===== config.mk =====
export PLATFORM = sky130hd
export DESIGN_NAME = ps2_key_receiver
export DESIGN_NICKNAME = d
export VERILOG_FILES = /design/src/rtl/ps2_pkg.sv /design/src/rtl/ps2_event_fifo.sv /design/src/rtl/ps2_key_receiver.sv
export SDC_FILE = /design/constraint.sdc
export NUM_CORES = 1
export LEC_CHECK = 0
export ABC_AREA = 1
export CORE_ASPECT_RATIO = 0.75
export CORE_UTILIZATION = 57
export CTS_CLUSTER_DIAMETER = 120
export DETAILED_ROUTE_END_ITERATION = 10
export GPL_TIMING_DRIVEN = 0
export PLACE_DENSITY = 0.72
export SETUP_SLACK_MARGIN = 0.5
export SLEW_MARGIN = 20
export SYNTH_ARGS = -nofsm -noshare
export SYNTH_HDL_FRONTEND = slang
export SYNTH_HIERARCHICAL = 1
export SYNTH_SLANG_ARGS = --single-unit
export TNS_END_PERCENT = 5

===== constraint.sdc =====
create_clock -name CLOCK_50 -period 5.8 [get_ports CLOCK_50]
set_input_delay 0.87 -clock CLOCK_50 [delete_from_list [all_inputs] [get_ports CLOCK_50]]
set_output_delay 0.87 -clock CLOCK_50 [all_outputs]
set_load 0.05 [all_outputs]

===== src/rtl/ps2_pkg.sv =====
// Shared types and constants for the PS/2 keyboard receiver.
// Holds the frame-state enum, the prefix byte constants and the packed key
// event that travels through the event FIFO.
package ps2_pkg;

  // Frame decoder states: waiting for a start bit, shifting data, then the
  // parity and stop bits.
  typedef enum logic [1:0] {
    ST_IDLE,
    ST_DATA,
    ST_PARITY,
    ST_STOP
  } ps2_state_e;

  // Scan-code set 2 prefix bytes that modify the following code.
  localparam logic [7:0] PS2_PREFIX_EXT = 8'hE0;
  localparam logic [7:0] PS2_PREFIX_BRK = 8'hF0;

  // One decoded key event as stored in the FIFO.
  typedef struct packed {
    logic       ext;
    logic       brk;
    logic [7:0] code;
  } ps2_event_t;

  // True for the bytes that only set a pending flag instead of producing an event.
  function automatic logic isPrefix(input logic [7:0] b);
    return (b == PS2_PREFIX_EXT) || (b == PS2_PREFIX_BRK);
  endfunction

endpackage


===== src/rtl/ps2_event_fifo.sv =====
// Parametrised synchronous FIFO for decoded key events.
// A push while full is dropped and flagged with a one-cycle overflow strobe,
// unless a pop happens in the same cycle, in which case both proceed.
// A pop while empty is ignored. Storage is cleared on reset so the head reads
// as zero while the FIFO is empty after reset.
module ps2_event_fifo
  import ps2_pkg::*;
#(
  parameter int DEPTH = 8,
  parameter int WIDTH = $bits(ps2_event_t)
) (
  input  logic                     clk_i,
  input  logic                     rst_i,
  input  logic                     push_i,
  input  logic [WIDTH-1:0]         data_i,
  input  logic                     pop_i,
  output logic [WIDTH-1:0]         data_o,
  output logic                     full_o,
  output logic                     empty_o,
  output logic [$clog2(DEPTH):0]   count_o,
  output logic                     overflow_o
);

  localparam int AW = $clog2(DEPTH);

  logic [WIDTH-1:0] mem_q [DEPTH];
  logic [AW-1:0]    wrPtr_q;
  logic [AW-1:0]    rdPtr_q;
  logic [AW:0]      count_q;
  logic             overflow_q;
  logic             doPush;
  logic             doPop;

  assign full_o     = (count_q == (AW+1)'(DEPTH));
  assign empty_o    = (count_q == '0);
  assign count_o    = count_q;
  assign overflow_o = overflow_q;
  assign data_o     = mem_q[rdPtr_q];

  // A pop frees a slot in the same cycle, so a push into a full FIFO is
  // still allowed when it is paired with a pop.
  always_comb begin
    doPop  = pop_i && !empty_o;
    doPush = push_i && (!full_o || doPop);
  end

  // Storage, pointers, occupancy and the registered overflow strobe.
  always_ff @(posedge clk_i or posedge rst_i) begin
    if (rst_i) begin
      for (int i = 0; i < DEPTH; i++) mem_q[i] <= '0;
      wrPtr_q    <= '0;
      rdPtr_q    <= '0;
      count_q    <= '0;
      overflow_q <= 1'b0;
    end else begin
      overflow_q <= push_i && !doPush;
      if (doPush) begin
        mem_q[wrPtr_q] <= data_i;
        wrPtr_q        <= wrPtr_q + 1'b1;
      end
      if (doPop) rdPtr_q <= rdPtr_q + 1'b1;
      case ({doPush, doPop})
        2'b10:   count_q <= count_q + 1'b1;
        2'b01:   count_q <= count_q - 1'b1;
        default: count_q <= count_q;
      endcase
    end
  end

endmodule


===== src/rtl/ps2_key_receiver.sv =====
// PS/2 keyboard receiver: synchronises and filters the keyboard clock,
// decodes 11-bit frames, folds E0/F0 prefixes into single key events and
// queues the events in a ready/valid FIFO.
// Optional feature macro: PS2_PARITY_CHECK_EN enables odd-parity checking;
// without it the parity bit is captured but never rejects a byte.
module ps2_key_receiver
  import ps2_pkg::*;
#(
  parameter int CLK_HZ     = 50_000_000,
  parameter int FILTER_LEN = 8,
  parameter int TIMEOUT_US = 1000,
  parameter int FIFO_DEPTH = 8
) (
  input  logic                          CLOCK_50,
  input  logic                          RESET,
  input  logic                          PS2_CLK,
  input  logic                          PS2_DAT,
  output logic                          key_valid,
  input  logic                          key_ready,
  output logic [7:0]                    key_code,
  output logic                          key_ext,
  output logic                          key_break,
  output logic [$clog2(FIFO_DEPTH):0]   fifo_count,
  output logic                          frame_err,
  output logic                          overflow
);

  localparam int TO_LIMIT = CLK_HZ / 1_000_000 * TIMEOUT_US;
  localparam int TOW      = $clog2(TO_LIMIT + 1);
  localparam int FCW      = $clog2(FILTER_LEN + 1);

  logic [1:0]     clkSync_q;
  logic [1:0]     datSync_q;
  logic           filtClk_q;
  logic [FCW-1:0] filtCnt_q;
  logic           fall_q;

  ps2_state_e     state_q;
  logic [2:0]     bitCnt_q;
  logic [7:0]     shift_q;
  logic           parity_q;
  logic [TOW-1:0] toCnt_q;
  logic           extPend_q;
  logic           brkPend_q;
  logic           frameErr_q;

  logic           fallDat;
  logic           parityOk;
  logic           byteOk;
  logic           timeoutHit;
  logic           pushEvent;
  ps2_event_t     pushData;
  ps2_event_t     headData;
  logic           fifoFull;
  logic           fifoEmpty;

  // Two-stage synchronisers; both lines idle high so they reset to 1.
  always_ff @(posedge CLOCK_50 or posedge RESET) begin
    if (RESET) begin
      clkSync_q <= 2'b11;
      datSync_q <= 2'b11;
    end else begin
      clkSync_q <= {clkSync_q[0], PS2_CLK};
      datSync_q <= {datSync_q[0], PS2_DAT};
    end
  end

  // Glitch filter: the filtered clock follows the synchronised clock only
  // after FILTER_LEN consecutive differing samples; a 1->0 change strobes fall.
  always_ff @(posedge CLOCK_50 or posedge RESET) begin
    if (RESET) begin
      filtClk_q <= 1'b1;
      filtCnt_q <= '0;
      fall_q    <= 1'b0;
    end else begin
      fall_q <= 1'b0;
      if (clkSync_q[1] != filtClk_q) begin
        if (filtCnt_q == FCW'(FILTER_LEN - 1)) begin
          filtClk_q <= clkSync_q[1];
          filtCnt_q <= '0;
          fall_q    <= !clkSync_q[1];
        end else begin
          filtCnt_q <= filtCnt_q + 1'b1;
        end
      end else begin
        filtCnt_q <= '0;
      end
    end
  end

`ifdef PS2_PARITY_CHECK_EN
  // Odd parity across the eight data bits and the parity bit.
  assign parityOk = ^{shift_q, parity_q};
`else
  // The parity bit is still captured but never rejects a byte.
  assign parityOk = (^{shift_q, parity_q}) | 1'b1;
`endif

  // Byte acceptance happens in the stop-bit fall cycle; prefixes only update
  // the pending flags, everything else becomes an event.
  always_comb begin
    fallDat       = datSync_q[1];
    byteOk        = fall_q && (state_q == ST_STOP) && fallDat && parityOk;
    timeoutHit    = (state_q != ST_IDLE) && !fall_q && (toCnt_q == TOW'(TO_LIMIT));
    pushEvent     = byteOk && !isPrefix(shift_q);
    pushData      = '0;
    pushData.ext  = extPend_q;
    pushData.brk  = brkPend_q;
    pushData.code = shift_q;
  end

  // Frame FSM with timeout, prefix tracking and the registered error strobe.
  // A timeout abandons the partial byte but keeps any pending prefix flags.
  always_ff @(posedge CLOCK_50 or posedge RESET) begin
    if (RESET) begin
      state_q    <= ST_IDLE;
      bitCnt_q   <= '0;
      shift_q    <= '0;
      parity_q   <= 1'b0;
      toCnt_q    <= '0;
      extPend_q  <= 1'b0;
      brkPend_q  <= 1'b0;
      frameErr_q <= 1'b0;
    end else begin
      frameErr_q <= 1'b0;
      if (state_q == ST_IDLE || fall_q || timeoutHit) toCnt_q <= '0;
      else toCnt_q <= toCnt_q + 1'b1;

      if (timeoutHit) begin
        state_q    <= ST_IDLE;
        frameErr_q <= 1'b1;
      end else if (fall_q) begin
        case (state_q)
          ST_IDLE: begin
            if (!fallDat) begin
              state_q  <= ST_DATA;
              bitCnt_q <= '0;
            end else begin
              frameErr_q <= 1'b1;
            end
          end
          ST_DATA: begin
            shift_q  <= {fallDat, shift_q[7:1]};
            bitCnt_q <= bitCnt_q + 1'b1;
            if (bitCnt_q == 3'd7) state_q <= ST_PARITY;
          end
          ST_PARITY: begin
            parity_q <= fallDat;
            state_q  <= ST_STOP;
          end
          ST_STOP: begin
            state_q <= ST_IDLE;
            if (byteOk) begin
              if (shift_q == PS2_PREFIX_EXT) begin
                extPend_q <= 1'b1;
              end else if (shift_q == PS2_PREFIX_BRK) begin
                brkPend_q <= 1'b1;
              end else begin
                extPend_q <= 1'b0;
                brkPend_q <= 1'b0;
              end
            end else begin
              frameErr_q <= 1'b1;
            end
          end
          default: state_q <= ST_IDLE;
        endcase
      end
    end
  end

  ps2_event_fifo #(
    .DEPTH (FIFO_DEPTH),
    .WIDTH ($bits(ps2_event_t))
  ) u_fifo (
    .clk_i      (CLOCK_50),
    .rst_i      (RESET),
    .push_i     (pushEvent),
    .data_i     (pushData),
    .pop_i      (key_ready),
    .data_o     (headData),
    .full_o     (fifoFull),
    .empty_o    (fifoEmpty),
    .count_o    (fifo_count),
    .overflow_o (overflow)
  );

  assign key_valid = !fifoEmpty;
  assign key_code  = headData.code;
  assign key_ext   = headData.ext;
  assign key_break = headData.brk;
  assign frame_err = frameErr_q;

  // Full is implied by fifo_count; kept only as a named FIFO status.
  logic unusedFull;
  assign unusedFull = fifoFull;

endmodule


==> impl_results.md <==
- Io pins: 22
- Met3 layer usage reported by global route: under 10%
- Crit path from: u_fifo/rdPtr_q[0]$_DFFE_PP0P_
- Initial Utilization: 59.4%
- Initial DRC Count: between 700 and 800
- CTS sink cnt: between 100 and 150
- Die height: a little under 100 um
- Reg2Reg Setup Slack: about 2.7 ns
- Share of cells above drive strength 1: ~11%
- Final setup viols: 0
- Fillers: slightly below 1000
- Most frequent CP cell: nand2_1
- Die width: between 100 and 150 um
- Setup tns final: 0 ns
- R2R Path End: u_fifo/count_o[3]$_DFFE_PP0P_
- CTS H-Tree Depth: 4
- CP Class: reg -> out
- Post-CTS setup buffers: 0
- Hold WC Path Type: reg -> reg
- Ant diodes: 0
- Final nets: roughly 940
- LEAKAGE: around 4.1 nW
- Drt first pass iters: 7
- Gr ovfl total: 0
- Remaining DRCs: 0
- Met2 usage: approximately 44%
- Clk pin slew, worst setup/hold paths: 0.06 ns
- Status: finished, final reports clean
- Least-Margin Pin Slew: between 0.5 and 0.6 ns
- Max cap viols: 0
- Max Clock Freq: about 270 MHz
- Hold Path Stages: 0
- GRT Max-Usage Layer: met1
- Yosys warns: 6
- Via count: around 6300
- Mapped Nets: approximately 900
- Slew HR: between 60% and 70%
- Final Util: between 60% and 70%
- Final ANT Viol Nets: 0
- Setup crit end kind: output port
- Die footprint: between 10000 and 15000 um^2
- Dpl hpwl: 12.7 mm
- Post-Syn Area: about 7000 um^2
- Total power: ~2.1 mW
- First-pass GRT wire length: roughly 30 mm
- RSZ-0062 raised after global routing: no
- Gpl congestion: ~0.90
- Cell-by-cell trace of the critical path: inv_1 -> clkbuf_1 -> nor2_1 -> o21ai_0 -> nand2_1 -> nand2_1 -> clkdlybuf4s50_1
- Total CTS buffers: 17
- CTS tree: done
- Core area: 11700 um^2
- Worst-Skew Late Latency: about 0.41 ns
- Drt wl/cell: around 17 um
- Cts repair resizes: 0
- Area Growth Syn to Fin: 15.3%
- Max-slew violations: 0
- FF-to-FF Start: state_q[1]$_DFFE_PP0P_
- Setup crit start kind: flip-flop
- M1 GR Usage: between 40 and 50%
- Initial antenna violation count: 0
- Largest net degree at the start of global routing: 47
- Number of global-route vias before repair: 6008
- Crit path largest cell delay: around 0.81 ns
- # port buffers: 21
- CP required: 4.93 ns
- Worst EP arrival: ~2.9 ns
- Routed vias/inst: approximately 5.7
- Final Hold Fails: 0
- Hold path endpoint: clkSync_q[1]$_DFF_PP1_
- CTS max path bufs: 2
- Worst Skew: roughly 0.0084 ns
- Hold Crit Start: clkSync_q[0]$_DFF_PP1_
- Tot GR Track Use: between 30% and 40%
- CP Max Fanout: 10
- Cell count of the worst reg-to-reg path: 14
- Pwr per Cell Area: around 260 nW/um^2
- CP max stage cell: clkdlybuf4s50_1
- Post-Syn Instances: 881
- Row count: 34
- Final period util: 64.7%
- Total routed wirelength: ~19 mm
- Final min period: approximately 3.8 ns
- VDD IR max: 233 uV
- Post-Syn Area per Cell: between 7 and 8 um^2
- Clock root buffer: clkbuf_16
- CTS Hold Bufs: 0
## where the power goes
part	switching (mW)	internal, mW	total [mW]
Clock	0.435	0.642	1.08
Sequential	0.0104	0.945	0.955
Combinational	0.0470	0.0251	0.0721
Total	0.493	1.61	2.10
## worst max-delay path by stage
stage                                     to  slack (ns)  depth (start not counted)
6_report                         key_code[4]        2.05                          7
5_1_grt                          key_code[4]        1.96                          7
4_1_cts                          key_code[4]        2.09                          7
3_5_place_dp                     key_code[4]        2.58                          7
3_3_place_gp   u_fifo/count_o[2]$_DFFE_PP0P_        1.10                          2
2_1_floorplan  u_fifo/count_o[0]$_DFFE_PP0P_        2.57                          1
## through the flow
stage	hold WS [ns]	cell area, um^2	instances	setup WS, ns
5_1_grt	0.362	8040	1098	1.96
3_3_place_gp	0.347	7380	1064	1.10
6_report	0.357	8040	1098	2.05
3_5_place_dp	0.349	7440	1066	2.58
4_1_cts	0.359	8040	1098	2.09
2_1_floorplan	0.345	6970	881	2.57
## layout make-up
cell class                 count  area (um^2)  area share, %
sequential                   133         3330           41.5
multi-input combinational    645         3160           39.4
clock buffer                  17          425           5.29
buffer                        53          284           3.53
timing repair buffer          23          265           3.30
tap                          162          203           2.52
inverter                      50          193           2.40
clock inverter                15          169           2.10
## worst max-delay path: cells and delay by family (launching register included)
family / cells / cell delay, ns
buffers and inverters: 3 / 1.42
and+or+nand+nor: 3 / 0.33
DFF: 1 / 0.48
AOI/OAI and AO/OA: 1 / 0.25
## registers in the layout (all words and copies together), names as in the netlist, 3 cells and up
| name | cells |
|---|---|
| bitCnt_q | 3 |
| u_fifo/count_o | 4 |
| filtCnt_q | 4 |
| u_fifo/wrPtr_q | 3 |
| u_fifo/rdPtr_q | 3 |
| u_fifo/mem_q | 80 |
| toCnt_q | 16 |
| shift_q | 8 |
## cells in the final DEF (no fill, tap or decap), drive strengths merged, types with 7 or more instances in the layout
cell	count
a21oi	7
clkdlybuf4s50	21
nor2	104
nand2	320
inv	55
o21ai	59
buf	40
nand4	86
nand3	22
ha	14
clkbuf	32
xor2	9
dfrtp	128
nor3	10
## routing by layer
layer / wire length (um) / share of wire, %
met5: 0 / 0
met3: 1810 / 9.7
met2: 7780 / 42
met4: 450 / 2.4
met1: 8550 / 46
Power figures use the tool's default switching activity.
==> patch 1: new RTL, same flow settings <==
Make the reset (`RESET` and `rst_i`) synchronous in 4 clocked blocks.
--- a/src/rtl/ps2_event_fifo.sv
+++ b/src/rtl/ps2_event_fifo.sv
@@ -45,7 +45,7 @@
   end
 
   // Storage, pointers, occupancy and the registered overflow strobe.
-  always_ff @(posedge clk_i or posedge rst_i) begin
+  always_ff @(posedge clk_i) begin
     if (rst_i) begin
       for (int i = 0; i < DEPTH; i++) mem_q[i] <= '0;
       wrPtr_q    <= '0;
--- a/src/rtl/ps2_key_receiver.sv
+++ b/src/rtl/ps2_key_receiver.sv
@@ -55,7 +55,7 @@
   logic           fifoEmpty;
 
   // Two-stage synchronisers; both lines idle high so they reset to 1.
-  always_ff @(posedge CLOCK_50 or posedge RESET) begin
+  always_ff @(posedge CLOCK_50) begin
     if (RESET) begin
       clkSync_q <= 2'b11;
       datSync_q <= 2'b11;
@@ -67,7 +67,7 @@
 
   // Glitch filter: the filtered clock follows the synchronised clock only
   // after FILTER_LEN consecutive differing samples; a 1->0 change strobes fall.
-  always_ff @(posedge CLOCK_50 or posedge RESET) begin
+  always_ff @(posedge CLOCK_50) begin
     if (RESET) begin
       filtClk_q <= 1'b1;
       filtCnt_q <= '0;
@@ -111,7 +111,7 @@
 
   // Frame FSM with timeout, prefix tracking and the registered error strobe.
   // A timeout abandons the partial byte but keeps any pending prefix flags.
-  always_ff @(posedge CLOCK_50 or posedge RESET) begin
+  always_ff @(posedge CLOCK_50) begin
     if (RESET) begin
       state_q    <= ST_IDLE;
       bitCnt_q   <= '0;
Formal check against the unedited RTL: same outputs for any inputs over 10 cycles, from zero or initial values and one cycle with RESET high; that may be too few to reach the edited logic, so the function may still have changed.
==> patch 1 against the unedited design <==
Sequential cell count up 3; routed wire length shrank 26%; fmax grew 5.9%; worst setup slack better by 0.21 ns; design area is 10% lower; clock skew is 0.0014 ns lower; synthesized area is 10% lower; critical path type unchanged.
Power is not compared: it rests on default switching activity, and its combinational part moved more than twofold at a synthesized area within 25%.
==> patch 1: results <==
metrics = {
    "run_status": {
        "run_status": "finished clean",
    },
    "global_route": {
        "grt_first_pass_wirelength_um": 22200,
        "globalRouteMet3Util": 0.0548,
        "fraction_of_met1_tracks_used_by_global_routing": 0.367,
        "groute.usage.overall": 0.262,
        "largest_net_degree_at_the_start_of_global_routing": 17,
        "grtUsageMet2": 0.413,
        "grt_pass1_vias": 4442,
        "antenna_found_initial": 0,
    },
    "power_and_ir_drop": {
        "totalPowerFinal_mw": 2.96,
        "cellLeakagePower_nw": 2.60,
        "power.combinational.fraction": 0.271,
        "power_switching_uw": 980,
    },
    "min_path": {
        "hold_path_depth": 1,
        "hold_start": "clkSync_q[0]",
    },
    "layout": {
        "antenna_cells": 0,
        "post_route_cells_drive_above_1_share": 0.0932,
        "flow.area_growth_from_synthesis_pct": 15.5,
        "filler_cell_count": 806,
        "num-nets-final": 746,
    },
    "clock_tree": {
        "postCtsSetupRepairBufs": 0,
        "cts.repair.resized": 0,
        "clk-insertion-delay-late_ns": 0.41,
        "cts_root_buffer": "sky130_fd_sc_hd__clkbuf_16",
        "clock_pin_slew_on_the_worst_setup_and_hold_paths_ns": 0.06,
        "maximum_number_of_buffers_from_clock_root_to_sink": 2,
        "cts_bufs_inserted": 17,
    },
    "drt": {
        "finalWirelength_um": 13700,
        "first_pass_iters": 5,
        "drt_first_iter_violations": 520,
        "num_vias": 4828,
    },
    "worst_setup_path": {
        "path_max_fanout": 10,
        "reg2reg_depth": 15,
        "rr_startpoint": "state_q[0]",
        "critical_path_arrival_ns": 2.67,
        "rrSetupSlack_ns": 3.33,
        "type_of_the_setup_path_with_the_least_slack": "reg2out",
    },
    "place": {
        "place_congestion": 0.883,
        "io_buffer_count": 21,
        "placed_area_um2": 6640,
        "dp_hpwl_um": 9590,
    },
    "timing": {
        "timing.slew.headroom": 0.610,
        "skew_ns": 0.00702,
    },
    "yosys": {
        "net_count_after_synthesis": 706,
    },
}
==> patch 1: changes by cell type in the layout (fill, tap and decap cells not counted), sizes merged, moves of 27 or more <==
cell / delta
buf: -27
dfrtp: -128
dfxtp: +56
edfxtp: +80
nand2: -209
nand4: -79
nor2: +63
==> patch 1: worst max-delay path, cell delays in order (launching register included) <==
cell and delay [ns]:
sky130_fd_sc_hd__dfxtp_1 0.29, sky130_fd_sc_hd__buf_2 0.14, sky130_fd_sc_hd__inv_1 0.07, sky130_fd_sc_hd__clkbuf_1 0.41
sky130_fd_sc_hd__nor2_1 0.08, sky130_fd_sc_hd__o22ai_1 0.27, sky130_fd_sc_hd__nand2_1 0.10, sky130_fd_sc_hd__nand2_1 0.10
sky130_fd_sc_hd__clkdlybuf4s50_1 0.80
==> patch 1: area by class of cell <==
type / count / area share
inverters: 68 / 0.0353
repair buffers: 21 / 0.0291
multi-input cells: 460 / 0.321
flip-flops and latches: 136 / 0.487
clock inverters: 10 / 0.00814
well taps: 136 / 0.0235
plain buffers: 23 / 0.0220
clock buffers: 22 / 0.0732
==> patch 1: stage by stage <==
| stage | instances | worst slack, ns | hold WS, ns |
|---|---|---|---|
| after floorplan | 687 | 3.59 | 0.389 |
| after global routing | 876 | 2.12 | 0.434 |
| after detailed placement | 844 | 2.63 | 0.401 |
| after global placement | 844 | 2.69 | 0.395 |
| final | 876 | 2.26 | 0.413 |
| after CTS | 876 | 2.25 | 0.418 |
==> patch 1: final timing paths <==
path / endpoint
setup reg to reg: u_fifo/count_o[3]
hold / removal: clkSync_q[1]
setup / recovery: key_code[5]
hold reg to reg: clkSync_q[1]
==> patch 1: per-layer routing <==
metal | up-vias | wire [um]
met3 | 17 | 1030
met2 | 153 | 6380
li1 | 2351 | -
met5 | - | 0
met1 | 2307 | 6110
met4 | 0 | 146
==> patch 2: new RTL, same flow settings <==
Made on the original files. Set the parameter `CLK_HZ` to 200_000_000 (it was 50_000_000).
--- a/src/rtl/ps2_key_receiver.sv
+++ b/src/rtl/ps2_key_receiver.sv
@@ -6,7 +6,7 @@
 module ps2_key_receiver
   import ps2_pkg::*;
 #(
-  parameter int CLK_HZ     = 50_000_000,
+  parameter int CLK_HZ     = 200_000_000,
   parameter int FILTER_LEN = 8,
   parameter int TIMEOUT_US = 1000,
   parameter int FIFO_DEPTH = 8
Formal check against the unedited RTL: same outputs for any inputs over 10 cycles, from zero or initial values and one cycle with RESET high; that may be too few to reach the edited logic, so the function may still have changed.
==> patch 2 against the unedited design <==
Worst setup slack lost 0.0065 ns; design area up 2.5%; critical path type unchanged; routed wire length shrank 2.3%; synthesized cell count grew 1.9%; sequential cell count is 2 higher; synthesized area grew 2.5%; fmax shrank 0.17%; hold slack worse by 0.0015 ns; global-route usage fell by 2.1 points; power up 4.2%.
==> patch 2: results <==
metrics = {
    "run_status": {
        "run_status": "finished clean",
    },
    "yosys": {
        "synthesis.area_per_instance_um2": 7.95,
        "net_count_after_synthesis": 918,
    },
    "global_route": {
        "groute.usage.overall": 0.299,
        "antenna_found_initial": 0,
        "grt_pass1_vias": 5977,
        "largest_net_degree_at_the_start_of_global_routing": 64,
        "grt_first_pass_wirelength_um": 30200,
    },
    "worst_setup_path": {
        "critical_path_arrival_ns": 2.89,
        "cp_slowest_stage_delay_ns": 0.79,
        "crit_path_slowest_cell": "sky130_fd_sc_hd__clkdlybuf4s50_1",
        "critPathTopFamily": "buffers and inverters",
        "rrSetupSlack_ns": 2.90,
    },
    "clock_tree": {
        "cts.repair.resized": 0,
        "clock_pin_slew_on_the_worst_setup_and_hold_paths_ns": 0.06,
        "cts_bufs_inserted": 17,
    },
    "min_path": {
        "min-delay-path-class": "reg2reg",
    },
    "layout": {
        "filler_cell_count": 985,
        "post_route_cells_drive_above_1_share": 0.130,
        "num-nets-final": 960,
        "antenna_cells": 0,
        "stdcell_count": 1119,
        "biggestRegsByFlops": "u_fifo/mem_q x80, toCnt_q x18, shift_q x8",
    },
    "power_and_ir_drop": {
        "cellLeakagePower_nw": 4.14,
        "vdd_drop_max_uv": 192,
    },
    "drt": {
        "first_pass_iters": 6,
        "drt_first_iter_violations": 677,
        "num_vias": 6297,
        "wl_per_cell_um": 16.2,
    },
    "place": {
        "io_buffer_count": 21,
        "place_congestion": 0.867,
        "placed_area_um2": 7610,
        "dp_hpwl_um": 12600,
    },
    "timing": {
        "timing.slew.headroom": 0.638,
        "skew_ns": 0.00863,
    },
}
## patch 2: layer usage
metal | track usage | wire length [um]
met4 | 0.0939 | 309
met1 | 0.424 | 8440
met2 | 0.463 | 8040
met5 | 0 | 0
met3 | 0.0633 | 1370
## patch 2: layout make-up
type	instances	area share
Multi-Input combinational cell	657	0.397
Tap cell	166	0.0252
Clock buffer	18	0.0521
Buffer	53	0.0351
Clock inverter	14	0.0240
Timing Repair Buffer	23	0.0313
Inverter	53	0.0248
Sequential cell	135	0.411
## patch 2: metrics by stage
step	hold slack (ns)	power [mW]	setup slack, ns	utilization
2_1_floorplan	0.345	1.04	2.57	-
3_3_place_gp	0.346	1.06	1.09	0.617
3_5_place_dp	0.347	1.06	2.54	0.621
4_1_cts	0.357	2.21	2.09	0.672
5_1_grt	0.361	2.26	1.86	0.672
6_report	0.356	2.19	2.04	0.672
## patch 2: final timing paths
kind,start,to,cells after the start
max in group asynchronous,RESET,datSync_q[0],3
setup / recovery,u_fifo/rdPtr_q[0],key_code[4],7
hold / removal,clkSync_q[0],clkSync_q[1],0
hold reg to reg,clkSync_q[0],clkSync_q[1],0
setup reg to reg,state_q[0],u_fifo/count_o[3],14
min in group asynchronous,RESET,u_fifo/wrPtr_q[1],2
## patch 2: worst register-to-register path: stages (launching register included)
cell and delay (ns):
sky130_fd_sc_hd__dfrtp_1 0.41, sky130_fd_sc_hd__ha_1 0.18, sky130_fd_sc_hd__inv_1 0.05, sky130_fd_sc_hd__nor3_2 0.23, sky130_fd_sc_hd__o31ai_1 0.14, sky130_fd_sc_hd__nor2_1 0.14, sky130_fd_sc_hd__buf_2 0.27, sky130_fd_sc_hd__nand2_1 0.21
sky130_fd_sc_hd__ha_1 0.32, sky130_fd_sc_hd__ha_1 0.31, sky130_fd_sc_hd__or2_2 0.29, sky130_fd_sc_hd__nand3_1 0.09, sky130_fd_sc_hd__nand2_1 0.05, sky130_fd_sc_hd__nand2_1 0.05, sky130_fd_sc_hd__nand2_1 0.04
## patch 2: report_power, final
group	internal [mW]	leakage [nW]	total, mW	switching [mW]
Clock	0.724	0.301	1.15	0.423
Combinational	0.0263	1.99	0.0761	0.0498
Sequential	0.959	1.86	0.970	0.0109
